[src/rtl/vid_pkg.sv]
// Shared definitions for the video stream generator: default 640x480@60
// timing constants, counter width, stream FSM encoding and sync level helper.
package vid_pkg;

  localparam int unsigned CNT_W = 12;

  localparam logic [CNT_W-1:0] DEF_H_DISP  = 12'd640;
  localparam logic [CNT_W-1:0] DEF_H_SYNC  = 12'd96;
  localparam logic [CNT_W-1:0] DEF_H_BACK  = 12'd48;
  localparam logic [CNT_W-1:0] DEF_H_FRONT = 12'd16;

  localparam logic [CNT_W-1:0] DEF_V_DISP  = 12'd480;
  localparam logic [CNT_W-1:0] DEF_V_SYNC  = 12'd2;
  localparam logic [CNT_W-1:0] DEF_V_BACK  = 12'd33;
  localparam logic [CNT_W-1:0] DEF_V_FRONT = 12'd10;

  typedef enum logic [1:0] {
    IDLE     = 2'd0,
    RUN      = 2'd1,
    STOPPING = 2'd2
  } state_t;

  // Drive a sync line to its asserted level or to the opposite level.
  function automatic logic sync_level(input logic asserted, input logic pol);
    return asserted ? pol : ~pol;
  endfunction

endpackage

[src/rtl/vid_timing_cnt.sv]
// Horizontal/vertical raster counters with stage-0 decode of sync, active
// region and last-position flags. Counters sit at 0 whenever run is low.
module vid_timing_cnt
  import vid_pkg::*;
#(
  parameter logic [CNT_W-1:0] H_DISP  = DEF_H_DISP,
  parameter logic [CNT_W-1:0] V_DISP  = DEF_V_DISP,
  parameter logic [CNT_W-1:0] H_SYNC  = DEF_H_SYNC,
  parameter logic [CNT_W-1:0] H_BACK  = DEF_H_BACK,
  parameter logic [CNT_W-1:0] H_FRONT = DEF_H_FRONT,
  parameter logic [CNT_W-1:0] V_SYNC  = DEF_V_SYNC,
  parameter logic [CNT_W-1:0] V_BACK  = DEF_V_BACK,
  parameter logic [CNT_W-1:0] V_FRONT = DEF_V_FRONT
) (
  input  logic clk,
  input  logic rst_n,
  input  logic run,
  output logic hs_p0,
  output logic vs_p0,
  output logic de_p0,
  output logic last_p0
);

  localparam logic [CNT_W-1:0] H_TOTAL   = H_SYNC + H_BACK + H_DISP + H_FRONT;
  localparam logic [CNT_W-1:0] V_TOTAL   = V_SYNC + V_BACK + V_DISP + V_FRONT;
  localparam logic [CNT_W-1:0] H_LAST    = H_TOTAL - 12'd1;
  localparam logic [CNT_W-1:0] V_LAST    = V_TOTAL - 12'd1;
  localparam logic [CNT_W-1:0] H_ACT_BEG = H_SYNC + H_BACK;
  localparam logic [CNT_W-1:0] H_ACT_END = H_ACT_BEG + H_DISP;
  localparam logic [CNT_W-1:0] V_ACT_BEG = V_SYNC + V_BACK;
  localparam logic [CNT_W-1:0] V_ACT_END = V_ACT_BEG + V_DISP;

  logic [CNT_W-1:0] h_cnt;
  logic [CNT_W-1:0] v_cnt;
  logic             h_wrap;
  logic             v_wrap;
  logic             h_act;
  logic             v_act;

  assign h_wrap = (h_cnt == H_LAST);
  assign v_wrap = (v_cnt == V_LAST);

  always_ff @(posedge clk or negedge rst_n) begin
    if (!rst_n) begin
      h_cnt <= '0;
      v_cnt <= '0;
    end else if (!run) begin
      h_cnt <= '0;
      v_cnt <= '0;
    end else if (h_wrap) begin
      h_cnt <= '0;
      v_cnt <= v_wrap ? '0 : v_cnt + 12'd1;
    end else begin
      h_cnt <= h_cnt + 12'd1;
    end
  end

  // Stage 0: decode straight from the counters.
  assign h_act   = (h_cnt >= H_ACT_BEG) && (h_cnt < H_ACT_END);
  assign v_act   = (v_cnt >= V_ACT_BEG) && (v_cnt < V_ACT_END);
  assign hs_p0   = (h_cnt < H_SYNC);
  assign vs_p0   = (v_cnt < V_SYNC);
  assign de_p0   = h_act && v_act;
  assign last_p0 = h_wrap && v_wrap;

endmodule

[src/rtl/video_stream_gen.sv]
// Video timing generator pulling pixels from a FIFO: stream FSM, FIFO read
// strobe, one-cycle output register stage and sticky underflow flag.
module video_stream_gen
  import vid_pkg::*;
#(
  parameter logic [CNT_W-1:0] H_DISP   = DEF_H_DISP,
  parameter logic [CNT_W-1:0] V_DISP   = DEF_V_DISP,
  parameter logic [CNT_W-1:0] H_SYNC   = DEF_H_SYNC,
  parameter logic [CNT_W-1:0] H_BACK   = DEF_H_BACK,
  parameter logic [CNT_W-1:0] H_FRONT  = DEF_H_FRONT,
  parameter logic [CNT_W-1:0] V_SYNC   = DEF_V_SYNC,
  parameter logic [CNT_W-1:0] V_BACK   = DEF_V_BACK,
  parameter logic [CNT_W-1:0] V_FRONT  = DEF_V_FRONT,
  parameter logic             SYNC_POL = 1'b0
) (
  input  logic       clk,
  input  logic       rst_n,
  input  logic       en,
  input  logic       clr_err,
  output logic       pix_rd,
  input  logic [7:0] pix_data,
  input  logic       pix_empty,
  output logic       Y_hsync,
  output logic       Y_vsync,
  output logic       Y_de,
  output logic [7:0] Y_data,
  output logic       frame_done,
  output logic       busy,
  output logic       underflow
);

  state_t state;
  state_t state_nxt;
  logic   active;
  logic   hs_p0;
  logic   vs_p0;
  logic   de_p0;
  logic   last_p0;
  logic   vld_p1;
  logic   uf_p1;
  logic   uf_set;

  assign active = (state != IDLE);
  assign busy   = active;

  vid_timing_cnt #(
    .H_DISP  (H_DISP),
    .V_DISP  (V_DISP),
    .H_SYNC  (H_SYNC),
    .H_BACK  (H_BACK),
    .H_FRONT (H_FRONT),
    .V_SYNC  (V_SYNC),
    .V_BACK  (V_BACK),
    .V_FRONT (V_FRONT)
  ) u_cnt (
    .clk     (clk),
    .rst_n   (rst_n),
    .run     (active),
    .hs_p0   (hs_p0),
    .vs_p0   (vs_p0),
    .de_p0   (de_p0),
    .last_p0 (last_p0)
  );

  always_ff @(posedge clk or negedge rst_n) begin
    if (!rst_n) state <= IDLE;
    else        state <= state_nxt;
  end

  // A frame in progress always runs to its last position; en only decides
  // what happens at the wrap.
  always_comb begin
    state_nxt = state;
    unique case (state)
      IDLE:     if (en) state_nxt = RUN;
      RUN: begin
        if (last_p0)  state_nxt = en ? RUN : IDLE;
        else if (!en) state_nxt = STOPPING;
      end
      STOPPING: begin
        if (last_p0) state_nxt = en ? RUN : IDLE;
        else if (en) state_nxt = RUN;
      end
      default:  state_nxt = IDLE;
    endcase
  end

  // Read is issued even into an empty FIFO so raster timing never slips.
  assign pix_rd = active && de_p0;
  assign uf_set = pix_rd && pix_empty;

  // Stage 0 -> stage 1: register everything so it lines up with pix_data.
  always_ff @(posedge clk or negedge rst_n) begin
    if (!rst_n) begin
      Y_hsync    <= ~SYNC_POL;
      Y_vsync    <= ~SYNC_POL;
      vld_p1     <= 1'b0;
      uf_p1      <= 1'b0;
      frame_done <= 1'b0;
      underflow  <= 1'b0;
    end else begin
      Y_hsync    <= sync_level(active && hs_p0, SYNC_POL);
      Y_vsync    <= sync_level(active && vs_p0, SYNC_POL);
      vld_p1     <= pix_rd;
      uf_p1      <= uf_set;
      frame_done <= active && last_p0;
      if (uf_set)       underflow <= 1'b1;
      else if (clr_err) underflow <= 1'b0;
    end
  end

  // pix_data arrives in the stage-1 cycle; a starved read blanks its pixel.
  assign Y_de   = vld_p1;
  assign Y_data = (vld_p1 && !uf_p1) ? pix_data : 8'h00;

endmodule

[config.mk]
export PLATFORM = sky130hd
export DESIGN_NAME = video_stream_gen
export DESIGN_NICKNAME = d
export VERILOG_FILES = /design/src/rtl/vid_pkg.sv /design/src/rtl/vid_timing_cnt.sv /design/src/rtl/video_stream_gen.sv
export SDC_FILE = /design/constraint.sdc
export NUM_CORES = 1
export LEC_CHECK = 0
export ABC_AREA = 1
export BUFFER_PORTS_ARGS = -buffer_cell sky130_fd_sc_hd__buf_4
export CORE_MARGIN = 2
export CORE_UTILIZATION = 27
export CTS_BUF_LIST = sky130_fd_sc_hd__clkbuf_8
export DETAILED_ROUTE_END_ITERATION = 12
export HOLD_SLACK_MARGIN = 0.02
export PLACE_DENSITY_LB_ADDON = 0.15
export REMOVE_ABC_BUFFERS = 1
export SYNTH_ARGS = -nofsm -noshare
export SYNTH_HDL_FRONTEND = slang
export SYNTH_HIERARCHICAL = 1
export SYNTH_SLANG_ARGS = --single-unit
export TNS_END_PERCENT = 50
[constraint.sdc]
create_clock -name clk -period 2.1 [get_ports clk]
set_input_delay 0.42 -clock clk [delete_from_list [all_inputs] [get_ports clk]]
set_output_delay 0.42 -clock clk [all_outputs]
set_load 0.005 [all_outputs]
==> Word level (Yosys, flattened, before mapping) <==
Cells that the tools add are included.
{ "op_classes": {"n_addsub": 2, "order_cmp": 6, "eq_ne": 6, "muxes": 16, "reduce_logical": 14} }
{ "ops": {"columns": ["operator", "count"], "rows": [
  ["two-way mux 12 bit", 5],
  ["adder 12 x 1 -> 12 bit (second input constant)", 2],
  ["equality test 12 x 10 -> 1 bit (second input constant)", 2],
  ["less-than comparator 12 x 10 -> 1 bit (second input constant)", 2],
  [">= comparator 12 x 6 -> 1 bit (second input constant)", 1],
  [">= comparator 12 x 8 -> 1 bit (second input constant)", 1],
  ["less-than comparator 12 x 2 -> 1 bit (second input constant)", 1],
  ["less-than comparator 12 x 7 -> 1 bit (second input constant)", 1],
  ["logical AND 1 bit", 10],
  ["two-way mux 2 bit", 4],
  ["two-way mux 8 bit", 1],
  ["one-hot mux 2 bit (3 select lines)", 1],
  ["two-way mux 1 bit", 5],
  ["nonzero test 2 bit", 2],
  ["inequality test 3 bit (second input constant)", 1],
  ["equality test 2 x 1 -> 1 bit (second input constant)", 1],
  ["equality test 2 bit (second input constant)", 1],
  ["logical NOT 2 bit", 1],
  ["inequality test 2 x 1 -> 1 bit (second input constant)", 1],
  ["logical NOT 1 bit", 1]
]} }
{ "word_totals": {"ff_bits": 32, "in_bits": 13, "output_inout_bits": 15} }

==> Depth between registers and ports, before layout <==
{ "depth": {"depth_word": 6, "ltp_mapped": 10, "depth_no_buf": 9} }

==> Cells and area by module <==
Netlist, hierarchy kept.
{ "modules_own_cells": {"columns": ["mod", "n_inst", "cells_per_inst", "area_per_inst_um2", "seq_area_each_um2"], "rows": [
  ["vid_timing_cnt", 1, 237, 1637.8, 600.6],
  ["video_stream_gen", 1, 47, 369.1, 202.7]
]} }

==> Worst setup path before layout <==
Ideal clock, no wire load.
{ "synth_path": {"path_type": "reg-to-output", "startpoint": "register u_cnt.v_cnt[0]", "endpoint": "output port pix_rd", "arrival_time_ps": 1281, "required_time_ps": 1680, "path_slack_ps": 399, "path_stages_with_launch": 10, "n_path_buf": 1, "cell_sequence": "dfrtp_1 > ha_1 > buf_2 > inv_1 > nand2_1 > nand3_1 > nand2_1 > nor2_1 > inv_1 > nor2_1"} }
{ "synth_between": {"elab_chain_cells": 4} }
{ "synth_lines": {"columns": ["item", "line_no", "text"], "rows": [
  ["start: declaration", "vid_timing_cnt.sv:34", "logic [CNT_W-1:0] v_cnt;"],
  ["start signal: assignment", "vid_timing_cnt.sv:52", "v_cnt <= v_wrap ? '0 : v_cnt + 12'd1;"],
  [">= comparator 12 x 6 -> 1 bit or less-than comparator 12 x 10 -> 1 bit (tied branches)", "vid_timing_cnt.sv:60", "assign v_act = (v_cnt >= V_ACT_BEG) && (v_cnt < V_ACT_END);"],
  ["logical AND 1 bit *", "vid_timing_cnt.sv:60", null],
  ["logical AND 1 bit *", "vid_timing_cnt.sv:63", "assign de_p0 = h_act && v_act;"],
  ["via de_p0", "video_stream_gen.sv:37", "logic de_p0;"],
  ["logical AND 1 bit *", "video_stream_gen.sv:89", "assign pix_rd = active && de_p0;"],
  ["end: declaration", "video_stream_gen.sv:20", "output logic pix_rd,"]
]} }
Mark *: on every way through the listed nets, which the timed path passes. The rest lies on a longest branch.

==> Worst setup path in the final report <==
{ "layout_path": {"startpoint": "register u_cnt.h_cnt[10]", "endpoint": "output port pix_rd"} }
{ "layout_between": {"elab_chain_cells": 4} }
{ "layout_lines": {"columns": ["item", "line_no", "text"], "rows": [
  ["start: declaration", "vid_timing_cnt.sv:33", "logic [CNT_W-1:0] h_cnt;"],
  ["start signal: assignment", "vid_timing_cnt.sv:54", "h_cnt <= h_cnt + 12'd1;"],
  [">= comparator 12 x 8 -> 1 bit or less-than comparator 12 x 10 -> 1 bit (tied branches)", "vid_timing_cnt.sv:59", "assign h_act = (h_cnt >= H_ACT_BEG) && (h_cnt < H_ACT_END);"],
  ["logical AND 1 bit *", "vid_timing_cnt.sv:59", null],
  ["logical AND 1 bit *", "vid_timing_cnt.sv:63", null],
  ["via de_p0", "video_stream_gen.sv:37", null],
  ["logical AND 1 bit *", "video_stream_gen.sv:89", null]
]} }
Marked as above.

==> flow_summary_export.csv <==
group,metric,value,unit
run_status,outcome,"finished, final reports clean",
critical_path,crit_required,1.68,ns
yosys,yosys-top-cells-area,"dfrtp_1 37%, nand2_1 14%, nor2_1 9.5%",
clocking,insertion_delay,0.28,ns
yosys,yosys_warnings,6,
place,post-dp-hpwl,3.48,mm
layout,drive_gt1_frac,0.260,
sta,slew_viol_final,0,
place,gp_congestion,0.782,
critical_path,ff2ff_path_depth,6,
critical_path,path_max_fanout,4,
yosys,async_flop_share,1.00,
yosys,avgSynthCellArea,7.07,um2
sta,timing.fmax,0.508,GHz
floorplanning,die_w,90.2,um
yosys,yosys-top-cells-count,"73 x nand2_1, 51 x nor2_1, 39 x inv_1, 30 x dfrtp_1, 23 x nand3_1",
place,place_ws,0.221,ns
power_and_ir_drop,combPwrFrac,0.121,
layout,syn_to_final_growth,27.1,%
yosys,yosys.area.top_type,"dfrtp_1",
clocking,cts_buffers,5,
yosys,synth_top_family_by_area,"simple AND/OR/NAND/NOR gates",
worst_hold_path,hold_path.class,"input port to asynchronous set/reset pin",
routing,via_count,1826,
critical_path,cp-start-kind,"register",
global_route,grt_pass1_vias,1790,
routing,first_iter_violations,59,
layout,diodes,0,
global_route,grt_overflow,0,
flow_run,maxCapViolations,0,
layout,nNetsFinal,343,
sta,worst_pin_slew,0.444,ns
critical_path,cp_data_arrival_time,1.55,ns
clocking,clk_root_buffer_cell,"clkbuf_8",
floorplanning,std_cell_rows,31,
floorplanning,core,7210,um2
sta,setup_ws,0.130,ns
sta,finalCritPeriodShare,0.938,
critical_path,critPathCaptureType,"output port",
clocking,clockBufferDepth,2,
clocking,hold_buffers,0,
power_and_ir_drop,seqPwrFrac,0.493,
yosys,synth_xor_area_frac,0.0262,
sta,fin_crit,1.97,ns
power_and_ir_drop,max-vdd-ir-drop,0.000344,V
global_route,grt_usage,0.126,
yosys,synth-compound-area-share,0.0387,
yosys,ys.flop_type,"dfrtp_1",
routing,drc,0,
sta,finalSetupViolCount,0,
place,port-buffer-count,27,
yosys,synthDominantCellAreaShare,0.374,
sta,fin_skew,0.00533,ns
sta,relSlewSlack,0.704,
yosys,synth-simple-area-share,0.413,
yosys,netlist_instances,284,
layout,finish.instance_area,2550,um2
routing,postRouteAntennaNets,0,
place,placed_cell_area,2350,um2
power_and_ir_drop,pwr_density_cell,531,nW/um2
sta,final_hold_viol_count,0,
clocking,cts.sinks,32,
clocking,cts_tree,"built",
power_and_ir_drop,switching_power,0.000350,W
critical_path,worst_path_max_delay_cell,"dfrtp_1",
yosys,syn_area,2010,um2
critical_path,crit_chain,"nor2_4, and3_1, nand4_1, nor2_4, inv_2, nor2_2, buf_4",
yosys,synth-edff-count,0,
power_and_ir_drop,p_leak,1.29,nW
yosys,ys_seq_area_frac,0.400,
critical_path,worstSetupPathType,"register to output port",
critical_path,cp_common_cell,"nor2_4",
floorplanning,die_area,8140,um2
yosys,synth_seq_cells,32,
clocking,htreeDepth,2,
routing,wl_per_cell,11.3,um
floorplanning,die_height,90.2,um
global_route,grt_max_degree,33,
yosys,synth_most_common_cell,"nand2_1",
floorplanning,io_pins,28,
power_and_ir_drop,p_clk_frac,0.387,
critical_path,cpPeakStageDelay,0.43,ns
global_route,antenna_found_initial,0,
global_route,grt_pass1_wl,8.35,mm
power_and_ir_drop,internal_power,0.00100,W
routing,first_pass_iters,4,
yosys,synth.area.mux_share,0,
floorplanning,initial_core_util,0.278,
yosys,ys_types,29,
yosys,synth_adder_area_share,0.0249,
clocking,path_clk_slew,0.07,ns
routing,wl,4.82,mm
power_and_ir_drop,switching_share,0.258,
routing,viasPerCell,4.29,
critical path: cells and delay by family, from the launching register on:
family	cells	cell delay (ns)
buffers and inverters	2	0.16
AND/OR/NAND/NOR	5	0.68
flip-flops	1	0.43
per-layer routing:
metal / global-route usage / up-vias / part of all wire
li1: - / 968 / -
met1: 0.162 / 826 / 0.49
met2: 0.204 / 30 / 0.46
met3: 0.0327 / 2 / 0.049
met4: 0.0423 / 0 / 0.0044
met5: 0 / - / 0
stage by stage:
step	power [W]	std cells	util	TNS [ns]	hold slack (ns)
floorplan	0.000764	279	-	0	0.124
global placement	0.000837	411	0.326	0	0.406
detailed placement	0.000838	411	0.326	0	0.408
CTS	0.00138	420	0.343	0	0.0910
global route	0.00144	426	0.354	-0.00205	0.102
finish	0.00135	426	0.354	0	0.0813
state kept, by name, indices dropped and copies added, names as in the netlist:
name         cells
frame_done       1
Y_vsync          1
state            2
underflow        1
Y_de             1
u_cnt/v_cnt     12
uf_p1            1
Y_hsync          1
u_cnt/h_cnt     12
placed cells by master, fill, tap and decap left out:
| cell | count |
|---|---|
| dfrtp_2 | 6 |
| nor2_1 | 44 |
| nand4_1 | 11 |
| dfstp_2 | 2 |
| nor4_1 | 1 |
| nand2_1 | 71 |
| o21ai_1 | 11 |
| clkbuf_8 | 7 |
| ha_1 | 4 |
| o21ai_0 | 1 |
| nand2_2 | 5 |
| nor2_8 | 2 |
| dfrtp_1 | 24 |
| inv_1 | 36 |
| nand2_4 | 2 |
| nand3_1 | 23 |
| a21oi_1 | 2 |
| and3_1 | 1 |
| o21bai_1 | 1 |
| nor3_1 | 4 |
| nor2_4 | 6 |
| nand3_2 | 1 |
| nand3b_1 | 1 |
| xor2_1 | 6 |
| inv_2 | 8 |
| buf_4 | 40 |
| nor3b_2 | 1 |
| clkinv_1 | 1 |
| nor2_2 | 5 |
worst paths after layout:
kind / to / from / slack (ns)
worst max-delay path: pix_rd / u_cnt/h_cnt[10] / 0.13
worst min register to register: u_cnt/h_cnt[0] / u_cnt/h_cnt[0] / 0.47
max in group asynchronous: u_cnt/h_cnt[4] / rst_n / 1.68
worst min-delay path: u_cnt/v_cnt[2] / rst_n / 0.08
min in group clk: underflow / clr_err / 0.37
worst max register to register: u_cnt/v_cnt[6] / u_cnt/h_cnt[0] / 0.44
power groups by stage:
stage	combinational, W	clock, W	sequential (W)
final	0.000163	0.000523	0.000667
after global routing	0.000193	0.000575	0.000671
after CTS	0.000158	0.000553	0.000668
after detailed placement	0.000157	0	0.000680
after global placement	0.000157	0	0.000679
after floorplan	0.0000876	0	0.000677
area by class of cell:
type / instances / area (um2)
Inverter: 44 / 165
Clock inverter: 1 / 3.75
Multi-Input combinational cell: 203 / 1050
Fill cell: 809 / 4660
Tap cell: 99 / 124
Clock buffer: 7 / 96.3
Sequential cell: 32 / 811
Timing Repair Buffer: 40 / 300
logic make-up after synthesis:
logic type | Yosys count
xor+xnor | 6
flops | 32
buf+inv | 49
fa+ha+maj | 4
simple gates | 178
compound gates | 15
timing repair:
action | 4_1_cts | 5_1_grt
gates resized for setup | 6 | 19
buffers inserted | 1 | 6
setup endpoints to repair | 1 | 1
pin swaps | 1 | 4
Note: power is estimated with default switching activity, not from simulation.
